**config.mk**
```make
export PLATFORM = sky130hd
export DESIGN_NAME = hex_scan_ctrl_flat
export DESIGN_NICKNAME = d
export VERILOG_FILES = /design/src/rtl/hex_scan_ctrl_if.sv /design/src/rtl/hex_scan_ctrl.sv /design/src/flat_wrapper.sv
export SDC_FILE = /design/constraint.sdc
export NUM_CORES = 1
export LEC_CHECK = 0
export CORE_ASPECT_RATIO = 0.9
export CORE_MARGIN = 1
export CORE_UTILIZATION = 45
export DETAILED_ROUTE_END_ITERATION = 16
export GPL_ROUTABILITY_DRIVEN = 0
export GPL_TIMING_DRIVEN = 0
export MAX_ROUTING_LAYER = met4
export PLACE_DENSITY = 0.75
export SLEW_MARGIN = 10
export SYNTH_ARGS = -nofsm -noshare
export SYNTH_HDL_FRONTEND = slang
export SYNTH_SLANG_ARGS = --single-unit
```
**constraint.sdc**
```tcl
create_clock -name clk -period 2.4 [get_ports clk]
set_clock_uncertainty 0.05 [all_clocks]
set_input_delay 0.36 -clock clk [delete_from_list [all_inputs] [get_ports clk]]
set_output_delay 0.36 -clock clk [all_outputs]
set_load 0.1 [all_outputs]
```
**src/rtl/hex_scan_ctrl_if.sv**
```systemverilog
// Display-side bus of the 4-digit multiplexed hex scanner.
//   load        : one-cycle strobe that captures data/blank_mask/lz_en
//   data        : four hex nibbles, digit 0 in data[3:0]
//   blank_mask  : bit i forces digit i blank
//   lz_en       : leading-zero suppression enable
//   seg         : active-low segments, seg[6]=a .. seg[0]=g
//   an          : active-low digit enables
//   frame_start : one-cycle pulse when the digit 0 slot begins
// master = the producer of display content, slave = the scanner.
interface hex_scan_ctrl_if;
   logic        load;
   logic [15:0] data;
   logic [3:0]  blank_mask;
   logic        lz_en;
   logic [6:0]  seg;
   logic [3:0]  an;
   logic        frame_start;

   modport master (
      output load, data, blank_mask, lz_en,
      input  seg, an, frame_start
   );

   modport slave (
      input  load, data, blank_mask, lz_en,
      output seg, an, frame_start
   );
endinterface

```
**src/rtl/hex_scan_ctrl.sv**
```systemverilog
// Four-digit multiplexed 7-segment hex scanner.
// Each digit gets a DEAD slot (all digits off, DEAD_CYC cycles) followed by a
// DRIVE slot (that digit on, TICK_DIV cycles); digits are visited 0,1,2,3.
// New content is captured into a pending shadow on load and only copied into
// the active set when digit 3 wraps back to digit 0, so a frame never tears.
// Ports:
//   clk : clock, all state changes on its rising edge
//   rst : asynchronous active-high reset
//   bus : hex_scan_ctrl_if.slave (load/data/blank_mask/lz_en in,
//         seg/an/frame_start out, all outputs registered)
module hex_scan_ctrl #(
   parameter int TICK_DIV = 50000,
   parameter int DEAD_CYC = 4
) (
   input  logic            clk,
   input  logic            rst,
   hex_scan_ctrl_if.slave  bus
);

   localparam int MAX_CYC = (TICK_DIV > DEAD_CYC) ? TICK_DIV : DEAD_CYC;
   localparam int CNT_W   = (MAX_CYC > 1) ? $clog2(MAX_CYC) : 1;
   localparam logic [CNT_W-1:0] TICK_LAST = CNT_W'(TICK_DIV - 1);
   localparam logic [CNT_W-1:0] DEAD_LAST = CNT_W'(DEAD_CYC - 1);

   typedef enum logic {DEAD, DRIVE} state_t;

   state_t           state;
   logic [1:0]       digit;
   logic [CNT_W-1:0] cnt;

   logic [15:0] act_data, pnd_data;
   logic [3:0]  act_mask, pnd_mask;
   logic        act_lz, pnd_lz, pnd_vld;

   logic [6:0]  seg_r;
   logic [3:0]  an_r;
   logic        fs_r;

   logic [3:0]  nib;
   logic [6:0]  drive_seg;

   function automatic logic [6:0] hex_to_seg(input logic [3:0] n);
      logic [6:0] s;
      case (n)
         4'h0: s = 7'b0000001;
         4'h1: s = 7'b1001111;
         4'h2: s = 7'b0010010;
         4'h3: s = 7'b0000110;
         4'h4: s = 7'b1001100;
         4'h5: s = 7'b0100100;
         4'h6: s = 7'b0100000;
         4'h7: s = 7'b0001111;
         4'h8: s = 7'b0000000;
         4'h9: s = 7'b0000100;
         4'hA: s = 7'b0001000;
         4'hB: s = 7'b1100000;
         4'hC: s = 7'b0110001;
         4'hD: s = 7'b1000010;
         4'hE: s = 7'b0110000;
         default: s = 7'b0111000;
      endcase
      return s;
   endfunction

   // Digit i is blank when masked, or when suppression is on and it and every
   // more-significant nibble are zero. Digit 0 always shows something.
   function automatic logic digit_blank(input logic [15:0] d, input logic [3:0] m,
                                        input logic lz, input logic [1:0] i);
      logic zero_above;
      case (i)
         2'd1:    zero_above = (d[15:4]  == 12'h000);
         2'd2:    zero_above = (d[15:8]  == 8'h00);
         2'd3:    zero_above = (d[15:12] == 4'h0);
         default: zero_above = 1'b0;
      endcase
      return m[i] | (lz & zero_above);
   endfunction

   // Single shared decoder, fed from registered state only (active set and
   // digit index), so no input reaches an output without a register between.
   always_comb begin
      nib       = act_data[{digit, 2'b00} +: 4];
      drive_seg = digit_blank(act_data, act_mask, act_lz, digit) ? 7'h7F : hex_to_seg(nib);
   end

   always_ff @(posedge clk or posedge rst) begin
      if (rst) begin
         state    <= DEAD;
         digit    <= 2'd0;
         cnt      <= '0;
         act_data <= 16'h0000;
         act_mask <= 4'h0;
         act_lz   <= 1'b0;
         pnd_data <= 16'h0000;
         pnd_mask <= 4'h0;
         pnd_lz   <= 1'b0;
         pnd_vld  <= 1'b0;
         seg_r    <= 7'h7F;
         an_r     <= 4'hF;
         fs_r     <= 1'b0;
      end else begin
         fs_r <= 1'b0;
         case (state)
            DEAD: begin
               if (cnt == DEAD_LAST) begin
                  state <= DRIVE;
                  cnt   <= '0;
                  an_r  <= ~(4'b0001 << digit);
                  seg_r <= drive_seg;
               end else begin
                  cnt <= cnt + 1'b1;
               end
            end
            DRIVE: begin
               if (cnt == TICK_LAST) begin
                  state <= DEAD;
                  cnt   <= '0;
                  digit <= digit + 2'd1;
                  an_r  <= 4'hF;
                  seg_r <= 7'h7F;
                  // 3 -> 0 wrap: frame boundary, the only point content may change
                  if (digit == 2'd3) begin
                     fs_r <= 1'b1;
                     if (pnd_vld) begin
                        act_data <= pnd_data;
                        act_mask <= pnd_mask;
                        act_lz   <= pnd_lz;
                        pnd_vld  <= 1'b0;
                     end
                  end
               end else begin
                  cnt <= cnt + 1'b1;
               end
            end
            default: state <= DEAD;
         endcase
         // Placed after the wrap so a load on the wrap edge stays pending.
         if (bus.load) begin
            pnd_data <= bus.data;
            pnd_mask <= bus.blank_mask;
            pnd_lz   <= bus.lz_en;
            pnd_vld  <= 1'b1;
         end
      end
   end

   assign bus.seg         = seg_r;
   assign bus.an          = an_r;
   assign bus.frame_start = fs_r;

endmodule

```
**src/flat_wrapper.sv**
```systemverilog
// flat-port wrapper written by rule: the top's interface ports become plain ports
module hex_scan_ctrl_flat 
#(
   parameter int TICK_DIV = 50000,
   parameter int DEAD_CYC = 4
)
  (clk, rst, bus_load, bus_data, bus_blank_mask, bus_lz_en, bus_seg, bus_an, bus_frame_start);
  hex_scan_ctrl_if bus_i ();
  input  logic clk;
  input  logic rst;
  input wire logic [$bits(bus_i.load)-1:0] bus_load;
  input wire logic [$bits(bus_i.data)-1:0] bus_data;
  input wire logic [$bits(bus_i.blank_mask)-1:0] bus_blank_mask;
  input wire logic [$bits(bus_i.lz_en)-1:0] bus_lz_en;
  output wire logic [$bits(bus_i.seg)-1:0] bus_seg;
  output wire logic [$bits(bus_i.an)-1:0] bus_an;
  output wire logic [$bits(bus_i.frame_start)-1:0] bus_frame_start;
  assign bus_i.load = bus_load;
  assign bus_i.data = bus_data;
  assign bus_i.blank_mask = bus_blank_mask;
  assign bus_i.lz_en = bus_lz_en;
  assign bus_seg = bus_i.seg;
  assign bus_an = bus_i.an;
  assign bus_frame_start = bus_i.frame_start;
  hex_scan_ctrl #(.TICK_DIV(TICK_DIV), .DEAD_CYC(DEAD_CYC)) u_core (.clk(clk), .rst(rst), .bus(bus_i));
endmodule
```
==> summary.txt, run 1 <==
Status
  • Outcome: finished, final reports clean

Floorplan
  • FP Rows: 30
  • Die Span Y: 87.3 um
  • IO Pins: 36
  • Die Wd: around 97 um
  • Initial core utilization: a little under half
  • Core Region: between 7000 and 8000 sq um
  • Full die area: approximately 8400 sq um

STA
  • Endpoints failing hold: 0
  • Crit share post-route: a little over nine tenths
  • RSZ-0062 raised after global routing: true
  • PnR worst setup slack: approximately 0.052 ns
  • Setup violators final: 0
  • Worst Max-Slew Pin Slew: approximately 0.97 ns
  • Fin crit period: ~2.3 ns
  • Relative slew slack: between 30% and 40%
  • Final Max Tran Viols: 0
  • Setup TNS: 0 ns
  • FMAX: ~430 MHz

Worst setup path
  • Buf+Inv Stages, Crit Path: 1
  • CP Cell Sequence: ha_4 > or4b_4 > nor4_4 > and3_4 > nand2_4 > buf_12 > mux2_4
  • Type of the worst setup path: flop to flop
  • Cell family with most CP delay: simple AND/OR/NAND/NOR gates
  • CP Max Fanout: 10
  • Worst r2r src: u_core.cnt[1]
  • Critical Path AT: 2.54 ns
  • Crit path largest cell delay: about 0.5 ns
  • CP required: roughly 2.6 ns
  • Slowest cell on the critical path: or4b_4
  • Crit. End Element: flop
  • Startpoint Class: flop
  • CP Launch Point: u_core.cnt[1]

Place
  • Port Buffer Count: 35
  • Post-DP Area: just over 4000 sq um
  • Worst Setup Slack post-DPL: -0.195 ns
  • DP Wirelength: 4740 um
  • Cells after DPL: 414

Logic synthesis
  • Sequential area share after synthesis: between 50% and 60%
  • Asr flop ratio synth: between 90% and 100%
  • Largest family of logic cells by synthesized area: multiplexers
  • Cells after Synth: ~280
  • Synth warn: 0
  • Top FF cell, synth: dfrtp_1
  • Synth Area in XOR/XNOR: 4.09%
  • Mux contribution to synthesized area: 20.3%
  • Number of synthesized flops with an enable pin: 0
  • Post-synth cell types: between 40 and 50
  • Synth Area in Compound Gates: under 10%
  • #FFs+latches synth: 74
  • Syn Nets: between 300 and 400
  • Adder-cell share of the synthesized area: 4.13%
  • Simple-gate share of the synthesized area: roughly 11%
  • Average size of a mapped cell: 12.9 sq um
  • Post-synthesis instance area: around 3600 sq um

Clock network
  • Inserted Clock Buffers: 9
  • H-tree depth: 3
  • Max Root-Sink Buffers: 2
  • Clk pin slew, worst setup/hold paths: 0.08 ns
  • CTS tree: yes
  • Hold Buf Count CTS: 0
  • Clock sink count: between 70 and 80
  • Clk_lat worst skew: ~0.35 ns
  • Clock root buffer: clkbuf_8

Power and ir drop
  • VDD IR max: 0.373 mV
  • P_leak: 0.00203 uW
  • Pwr Density: around 540 nW/um^2

Detailed routing
  • DR WL/cell: ~16 um
  • Drt via density: ~5.4
  • Antenna viol nets, final: 0
  • Iteration-0 DRC Markers: between 100 and 150
  • Via count: 2346
  • First-pass DRT Iterations: 4
  • Total Wirelength: 6790 um
  • DRC violations left: 0

Final layout
  • Final Instance Area: ~4400 sq um
  • Most common cell after layout, fill and taps aside: dfrtp_1
  • Final Net Count: around 370
  • Commonest cells after routing, fill and taps aside: dfrtp_1 (62), clkdlybuf4s50_1 (24), mux2_2 (22), mux2_4 (20), nor2_1 (19)
  • Fill count: about 610
  • Diodes inserted: 0
  • Share of post-route cells with drive strength above 1: about 29%
  • Area grow syn2layout: 21.9%
  • Post-route insts no fill: 436

Global route
  • Global-route wire length before repair: 11400 um
  • GRT Total Usage: 17.9%
  • Largest net degree at the start of global routing: 54
  • Vias in the first global route: roughly 2300
  • Initial antenna violation count: 0
  • Total grt overflow: 0

Run
  • Max_cap viols: 0

Hold path
  • Worst min path class: primary input to async pin
sequential cells by signal (all words and copies together) (netlist names):
name	flops
u_core.cnt	16
u_core.bus.an	4
u_core.pnd_mask	4
u_core.act_lz	1
u_core.digit	2
u_core.bus.frame_start	1
u_core.state	1
u_core.act_mask	4
u_core.bus.seg	7
u_core.act_data	16
u_core.pnd_vld	1
u_core.pnd_data	16
u_core.pnd_lz	1
metrics by stage:
step / util (%) / hold WS, ns / total power (uW)
6_report: 57.7 / 0.262 / 2410
5_1_grt: 57.7 / 0.275 / 2510
4_1_cts: 56.7 / 0.271 / 2440
3_5_place_dp: 53.8 / 0.432 / 1440
3_3_place_gp: 53.4 / 0.420 / 1430
2_1_floorplan: - / 0.404 / 1380
what timing repair did:
item,4_1_cts,5_1_grt
endpoints found under the setup margin,49,33
resized for setup,17,12
pin swaps,0,5
gates cloned,0,0
buffers inserted,2,4
area by class of cell:
type                    instances  area, sq um  share of cell area, %
repair buffers                 42          409                   9.22
well taps                      96          120                   2.71
plain buffers                  11          111                   2.51
multi-input cells             186         1680                   37.8
inverters                      11         43.8                  0.987
flip-flops and latches         74         1870                   42.1
clock inverters                 7         82.6                   1.86
clock buffers                   9          124                   2.79
synth_stat cells (5+ instances only):
master / count / share of area (%)
dfrtp_1: 63 / 43
mux2_2: 22 / 6.8
mux2_4: 20 / 8.3
nor2_1: 19 / 2.0
a21oi_1: 12 / 1.7
ha_1: 12 / 4.1
dfstp_2: 11 / 7.9
inv_1: 11 / 1.1
mux2i_1: 9 / 2.5
xor2_1: 9 / 2.2
xnor2_1: 8 / 1.9
nand2_1: 7 / 0.72
o21ai_0: 7 / 0.96
nand3_1: 6 / 0.83
nand4_1: 5 / 0.86
layer usage:
metal | track usage, % | vias to the layer above | wire length [um]
li1 | - | 1122 | -
met2 | 26.6 | 50 | 3100
met3 | 6.02 | 8 | 305
met5 | - | - | 0
met1 | 23.7 | 1166 | 3300
met4 | 4.75 | 0 | 77
where the power goes:
group | internal (uW) | switching, uW | total, uW
clock | 496 | 498 | 994
combinational | 70.6 | 43.6 | 114
sequential | 1280 | 18.9 | 1300
total | 1850 | 560 | 2410
kinds of logic (layout without fill, tap and decap cells):
family,Yosys count,count (layout)
flops,74,74
xor+xnor,17,17
fa+ha+maj,12,12
simple gates,68,68
mux,56,56
compound gates,33,33
buf+inv,22,80
worst paths after layout:
check	slack, ns	depth (start not counted)	endpoint
min in group clk	0.45	1	u_core.cnt[5]
min	0.26	2	u_core.cnt[7]
min reg2reg	0.45	1	u_core.cnt[5]
max	0.05	7	u_core.act_mask[0]
max reg2reg	0.05	7	u_core.act_mask[0]
max in group asynchronous	1.43	3	u_core.bus.seg[2]
Power figures use the tool's default switching activity.
==> inputs of run 2 (changes only) <==
- DONT_BUFFER_PORTS: default -> 1
- PLACE_DENSITY: 0.75 -> 0.69
==> run 2 against run 1 <==
- clock power decreased by 4.9%
- critical path depth shrank 1
- first-iteration DRC count is 6.7% lower
- setup slack better by 0.0092 ns
- largest power group unchanged
- final cell count down 7.3%
- sequential power is essentially flat
- critical path type unchanged
- power down 3.5%
- die area is the same
- combinational power shrank 31%
==> summary.txt, run 2 (synthesized netlist as in run 1, its figures left out) <==
Status
  • Outcome: finished, final reports clean

Power and ir drop
  • Power, Total: 2330 uW (-3.5%)
  • VDD IR max: 0.379 mV (+1.5%)
  • P_leak: 0.00192 uW (-5.3%)
  • Pwr Density: 562 nW/um^2 (+3.5%)

STA
  • Endpoints failing hold: 0 (unchanged)
  • Setup violators final: 0 (unchanged)
  • Worst Max-Slew Pin Slew: 0.873 ns (-0.0949 ns)
  • Fin crit period: 2.34 ns (-0.00919 ns)
  • Crit share post-route: 97.4% (-0.38 points)
  • PnR worst setup slack: 0.0617 ns (+0.00919 ns)
  • Setup TNS: 0 ns (unchanged)
  • Relative slew slack: 41.9% (+6.6 points)
  • Final Max Tran Viols: 0 (unchanged)
  • FMAX: 428 MHz (+0.39%)

Worst setup path
  • Crit path largest cell delay: 0.59 ns (+0.10 ns)
  • Cell family with most CP delay: simple AND/OR/NAND/NOR gates
  • CP Max Fanout: 10 (unchanged)
  • Slowest cell on the critical path: or4_4
  • Buf+Inv Stages, Crit Path: 1 (unchanged)
  • CP required: 2.59 ns (about the same)
  • Startpoint Class: flop
  • CP Cell Sequence: or4_4 > nor4_4 > and3_4 > nand2_4 > buf_12 > mux2_4
  • Critical Path AT: 2.53 ns (about the same)
  • Type of the worst setup path: flop to flop
  • Crit. End Element: flop

Floorplan
  • Initial core utilization: 47.3% (unchanged)
  • FP Rows: 30 (unchanged)
  • Die Span Y: 87.3 um (unchanged)
  • Die Wd: 96.8 um (unchanged)
  • Core Region: 7690 sq um (unchanged)
  • IO Pins: 36 (unchanged)
  • Full die area: 8450 sq um (unchanged)

Detailed routing
  • Via count: 2199 (-6.3%)
  • Antenna viol nets, final: 0 (unchanged)
  • DRC violations left: 0 (unchanged)
  • Iteration-0 DRC Markers: 97 (-6.7%)
  • DR WL/cell: 16.8 um (+7.9%)
  • Drt via density: 5.44 (+1.2%)
  • First-pass DRT Iterations: 4 (unchanged)
  • Total Wirelength: 6780 um (about the same)

Global route
  • Initial antenna violation count: 0 (unchanged)
  • Vias in the first global route: 2237 (-2.1%)
  • Largest net degree at the start of global routing: 64 (+19%)
  • Total grt overflow: 0 (unchanged)
  • Global-route wire length before repair: 11300 um (-1.5%)
  • GRT Total Usage: 18.0% (about the same)

Final layout
  • Area grow syn2layout: 13.7%
  • Share of post-route cells with drive strength above 1: 33.4% (+4.3 points)
  • Biggest registers after layout: u_core.act_data: 16 flops, u_core.cnt: 16 flops, u_core.pnd_data: 16 flops
  • Final Net Count: 339 (-8.6%)
  • Most common cell after layout, fill and taps aside: dfrtp_1
  • Final Instance Area: 4140 sq um (-6.7%)
  • Commonest cells after routing, fill and taps aside: dfrtp_1 (62), mux2_2 (22), mux2_4 (20), nor2_1 (19), a21oi_1 (12)
  • Diodes inserted: 0 (unchanged)

Place
  • Worst Setup Slack post-DPL: -0.213 ns (-0.0176 ns)
  • DP Wirelength: 4770 um (+0.61%)
  • Post-DP Area: 3790 sq um (-8.5%)
  • Port Buffer Count: 0 (-100%)

Clock network
  • H-tree depth: 3 (unchanged)
  • Inserted Clock Buffers: 9 (unchanged)
  • Clk pin slew, worst setup/hold paths: 0.09 ns (about the same)
  • Max Root-Sink Buffers: 2 (unchanged)
  • CTS tree: yes
  • Clk_lat worst skew: 0.36 ns (about the same)
  • Clock sink count: 74 (unchanged)
  • Clock root buffer: clkbuf_8

Run
  • Max_cap viols: 0 (unchanged)

Hold path
  • Worst min path class: primary input to flop
run 2: power breakdown:
| group | internal, uW | switching, uW |
|---|---|---|
| Sequential | 1280 | 19.5 |
| Combinational | 39.7 | 38.6 |
| Clock | 407 | 538 |
run 2: area by class of cell:
cell class,count,area (sq um)
Inverter,11,43.8
Clock inverter,7,68.8
Fill cell,627,3560
Clock buffer,9,124
Buffer,11,111
Tap cell,96,120
Timing Repair Buffer,10,113
Sequential cell,74,1870
Multi-Input combinational cell,186,1690
run 2: final timing paths:
| kind | start | end | slack (ns) | depth (start not counted) |
|---|---|---|---|---|
| setup / recovery | u_core.cnt[11] | u_core.act_data[15] | 0.06 | 6 |
| max in group asynchronous | rst | u_core.bus.seg[2] | 1.37 | 3 |
| min in group asynchronous | rst | u_core.cnt[7] | 0.33 | 2 |
| hold reg to reg | u_core.act_mask[3] | u_core.act_mask[3] | 0.45 | 1 |
| hold / removal | bus_data[11] | u_core.pnd_data[11] | 0.09 | 1 |
| setup reg to reg | u_core.cnt[11] | u_core.act_data[15] | 0.06 | 6 |
run 2: metrics by stage:
step                      util, %  std cells  hold WS (ns)
after floorplan                 -        282         0.404
after global placement       48.8        378         0.418
after detailed placement     49.2        379         0.112
after CTS                    52.4        399        0.0769
after global routing         53.8        404        0.0674
final                        53.8        404        0.0922
run 2: repair_timing:
action	CTS	global route
pin swaps	3	5
hold buffers	1	0
endpoints found under the setup margin	38	36
gates resized for setup	7	14
hold endpoints to repair	11	0
buffers inserted	3	3
gates cloned	0	2
run 2: worst reg2reg max path, stage by stage (launching register included):
cell     delay (ns)
dfrtp_1        0.45
or4_4          0.59
nor4_4         0.35
and3_4         0.26
nand2_4        0.07
buf_12         0.16
mux2_4         0.29
run 2: routing by layer:
layer	up-vias	global-route usage (%)	routed length, um
li1	1051	-	-
met1	1091	23.6	3320
met2	45	26.5	3010
met3	12	6.02	378
met4	0	5.29	85
met5	-	-	0
==> inputs of run 3 (changes only) <==
- CORE_UTILIZATION: 45 -> 35
- PLACE_DENSITY: 0.69 -> 0.58
==> run 3 against run 2 <==
- first-iteration DRC count down 44%
- count of clock-buffer cells in the layout up 2
- sequential share of layout area down 1.0 points
- sequential power about the same
- critical endpoint is now u_core.act_mask[0]
==> summary.txt, run 3 (synthesized netlist as in run 1, its figures left out) <==
Power and ir drop
  • Clock network fraction of total power: 50.5% (+9.8 points)
  • VDD IR max: 0.395 mV (+4.2%)
  • P_leak: 0.00194 uW (+1.0%)
  • Power, Total: 2800 uW (+20%)
  • Reg power frac: 46.7% (-9.3 points)
  • Pwr Density: 660 nW/um^2 (+17%)
  • Switching pwr: 561 uW (-5.8%)
  • Combinational power share: 2.8% (-0.6 points)
  • Cell internal pwr: 2230 uW (+29%)
  • Switching Share: 20.1% (-5.6 points)

STA
  • Endpoints failing hold: 0 (unchanged)
  • Worst Max-Slew Pin Slew: 0.884 ns (+0.0118 ns)
  • Fin crit period: 2.33 ns (-0.0106 ns)
  • Final Max Tran Viols: 0 (unchanged)
  • Setup violators final: 0 (unchanged)
  • Crit share post-route: 97.0% (-0.44 points)
  • PnR worst setup slack: 0.0723 ns (+0.0106 ns)
  • Relative slew slack: 41.1% (-0.79 points)
  • Hold_ws: 0.125 ns (+0.0323 ns)
  • FMAX: 430 MHz (+0.46%)

Final layout
  • Area grow syn2layout: 16.5%
  • Share of post-route cells with drive strength above 1: 32.4% (-1.1 points)
  • Most common cell after layout, fill and taps aside: dfrtp_1
  • Biggest registers after layout: u_core.act_data: 16 flops, u_core.cnt: 16 flops, u_core.pnd_data: 16 flops
  • Final Net Count: 337 (-0.59%)
  • Diodes inserted: 0 (unchanged)
  • Post-route insts no fill: 432 (+6.9%)
  • Commonest cells after routing, fill and taps aside: dfrtp_1 (61), mux2_2 (22), mux2_4 (20), nor2_1 (19), a21oi_1 (12)

Floorplan
  • IO Pins: 36 (unchanged)
  • Initial core utilization: 36.9% (-10 points)
  • FP Rows: 34 (+13%)
  • Core Region: 9870 sq um (+28%)
  • Die Span Y: 98.7 um (+13%)
  • Die Wd: 109 um (+13%)
  • Full die area: 10800 sq um (+28%)

Worst setup path
  • Crit. End Element: flop
  • CP Cell Sequence: or4_4 > nor4_4 > and3_4 > nand2_2 > buf_6 > mux2_4
  • Startpoint Class: flop
  • Critical Path AT: 2.49 ns (-0.04 ns)
  • Buf+Inv Stages, Crit Path: 1 (unchanged)
  • CP required: 2.56 ns (-0.03 ns)
  • Crit path largest cell delay: 0.57 ns (-0.02 ns)
  • Type of the worst setup path: flop to flop
  • Cell family with most CP delay: simple AND/OR/NAND/NOR gates
  • Slowest cell on the critical path: or4_4
  • CP Max Fanout: 10 (unchanged)

Detailed routing
  • Iteration-0 DRC Markers: 54 (-44%)
  • DR WL/cell: 15.6 um (-7.1%)
  • Via count: 2182 (-0.77%)
  • First-pass DRT Iterations: 4 (unchanged)
  • Total Wirelength: 6740 um (-0.65%)
  • DRC violations left: 0 (unchanged)
  • Antenna viol nets, final: 0 (unchanged)
  • Drt via density: 5.05 (-7.2%)

Place
  • Cells after DPL: 409 (+7.9%)
  • DP Wirelength: 4790 um (+0.46%)
  • Worst Setup Slack post-DPL: -0.183 ns (+0.0301 ns)
  • Port Buffer Count: 0 (unchanged)

Status
  • Outcome: finished, final reports clean

Clock network
  • H-tree depth: 3 (unchanged)
  • Clk pin slew, worst setup/hold paths: 0.06 ns (-0.03 ns)
  • Max Root-Sink Buffers: 2 (unchanged)
  • Clock root buffer: clkbuf_16
  • Inserted Clock Buffers: 9 (unchanged)
  • Clk_lat worst skew: 0.33 ns (-0.03 ns)
  • CTS tree: yes
  • Clock sink count: 74 (unchanged)

Hold path
  • Worst min path class: primary input to flop

Global route
  • Vias in the first global route: 2268 (+1.4%)
  • Largest net degree at the start of global routing: 64 (unchanged)
  • GRT Total Usage: 14.8% (-3.2 points)
  • Total grt overflow: 0 (unchanged)
  • Global-route wire length before repair: 11700 um (+3.8%)
  • Initial antenna violation count: 0 (unchanged)

Run
  • Max_cap viols: 0 (unchanged)
[run 3: worst register-to-register path, cell delays in order, from the launching register on]
cell	delay [ns]
dfrtp_2	0.44
or4_4	0.57
nor4_4	0.34
and3_4	0.25
nand2_2	0.09
buf_6	0.17
mux2_4	0.31
[run 3: final cells by class]
cell class	count	area, sq um
Fill cell	936	5630
Sequential cell	74	1870
Multi-Input combinational cell	186	1690
Clock buffer	11	233
Tap cell	126	158
Buffer	11	86.3
Timing Repair Buffer	8	82.6
Clock inverter	5	81.3
Inverter	11	43.8
[run 3: worst paths after layout]
path                                          from                 end  slack, ns  cells past startpoint
worst max-delay path                u_core.cnt[11]  u_core.act_mask[0]       0.07                      6
worst min-delay path                   bus_data[2]  u_core.pnd_data[2]       0.12                      1
worst max register to register      u_core.cnt[11]  u_core.act_mask[0]       0.07                      6
worst min register to register  u_core.act_mask[3]  u_core.act_mask[3]       0.44                      1
max in group asynchronous                      rst    u_core.bus.an[2]       1.36                      3
min in group asynchronous                      rst  u_core.pnd_data[3]       0.36                      2
[run 3: power by group through the flow]
stage               registers (uW)  clock network [uW]  logic, uW
floorplan                     1320                   0       61.4
global placement              1330                   0       71.7
detailed placement            1330                   0       80.3
CTS                           1300                1450       82.1
global route                  1310                1510       89.4
finish                        1300                1410       78.3
[run 3: repair_timing]
item / CTS / global route
pin swaps: 3 / 1
setup endpoints to repair: 38 / 33
resized for setup: 6 / 9
hold buffers: 1 / 0
hold endpoints to repair: 11 / 0
buffers inserted: 5 / 1
[run 3: per-stage QoR]
| step | setup TNS [ns] | util, % | cell area (sq um) |
|---|---|---|---|
| 2_1_floorplan | 0 | - | 3640 |
| 3_3_place_gp | -47.66 | 38.5 | 3800 |
| 3_5_place_dp | -5.57 | 38.8 | 3830 |
| 4_1_cts | 0 | 42.6 | 4210 |
| 5_1_grt | -0.0231 | 42.9 | 4240 |
| 6_report | 0 | 42.9 | 4240 |
[run 3: metal layers]
layer	track usage [%]	vias to the layer above	wire, um
li1	-	1062	-
met1	21.0	1064	3500
met2	19.5	42	2800
met3	3.24	14	280
met4	7.69	0	164
met5	-	-	0
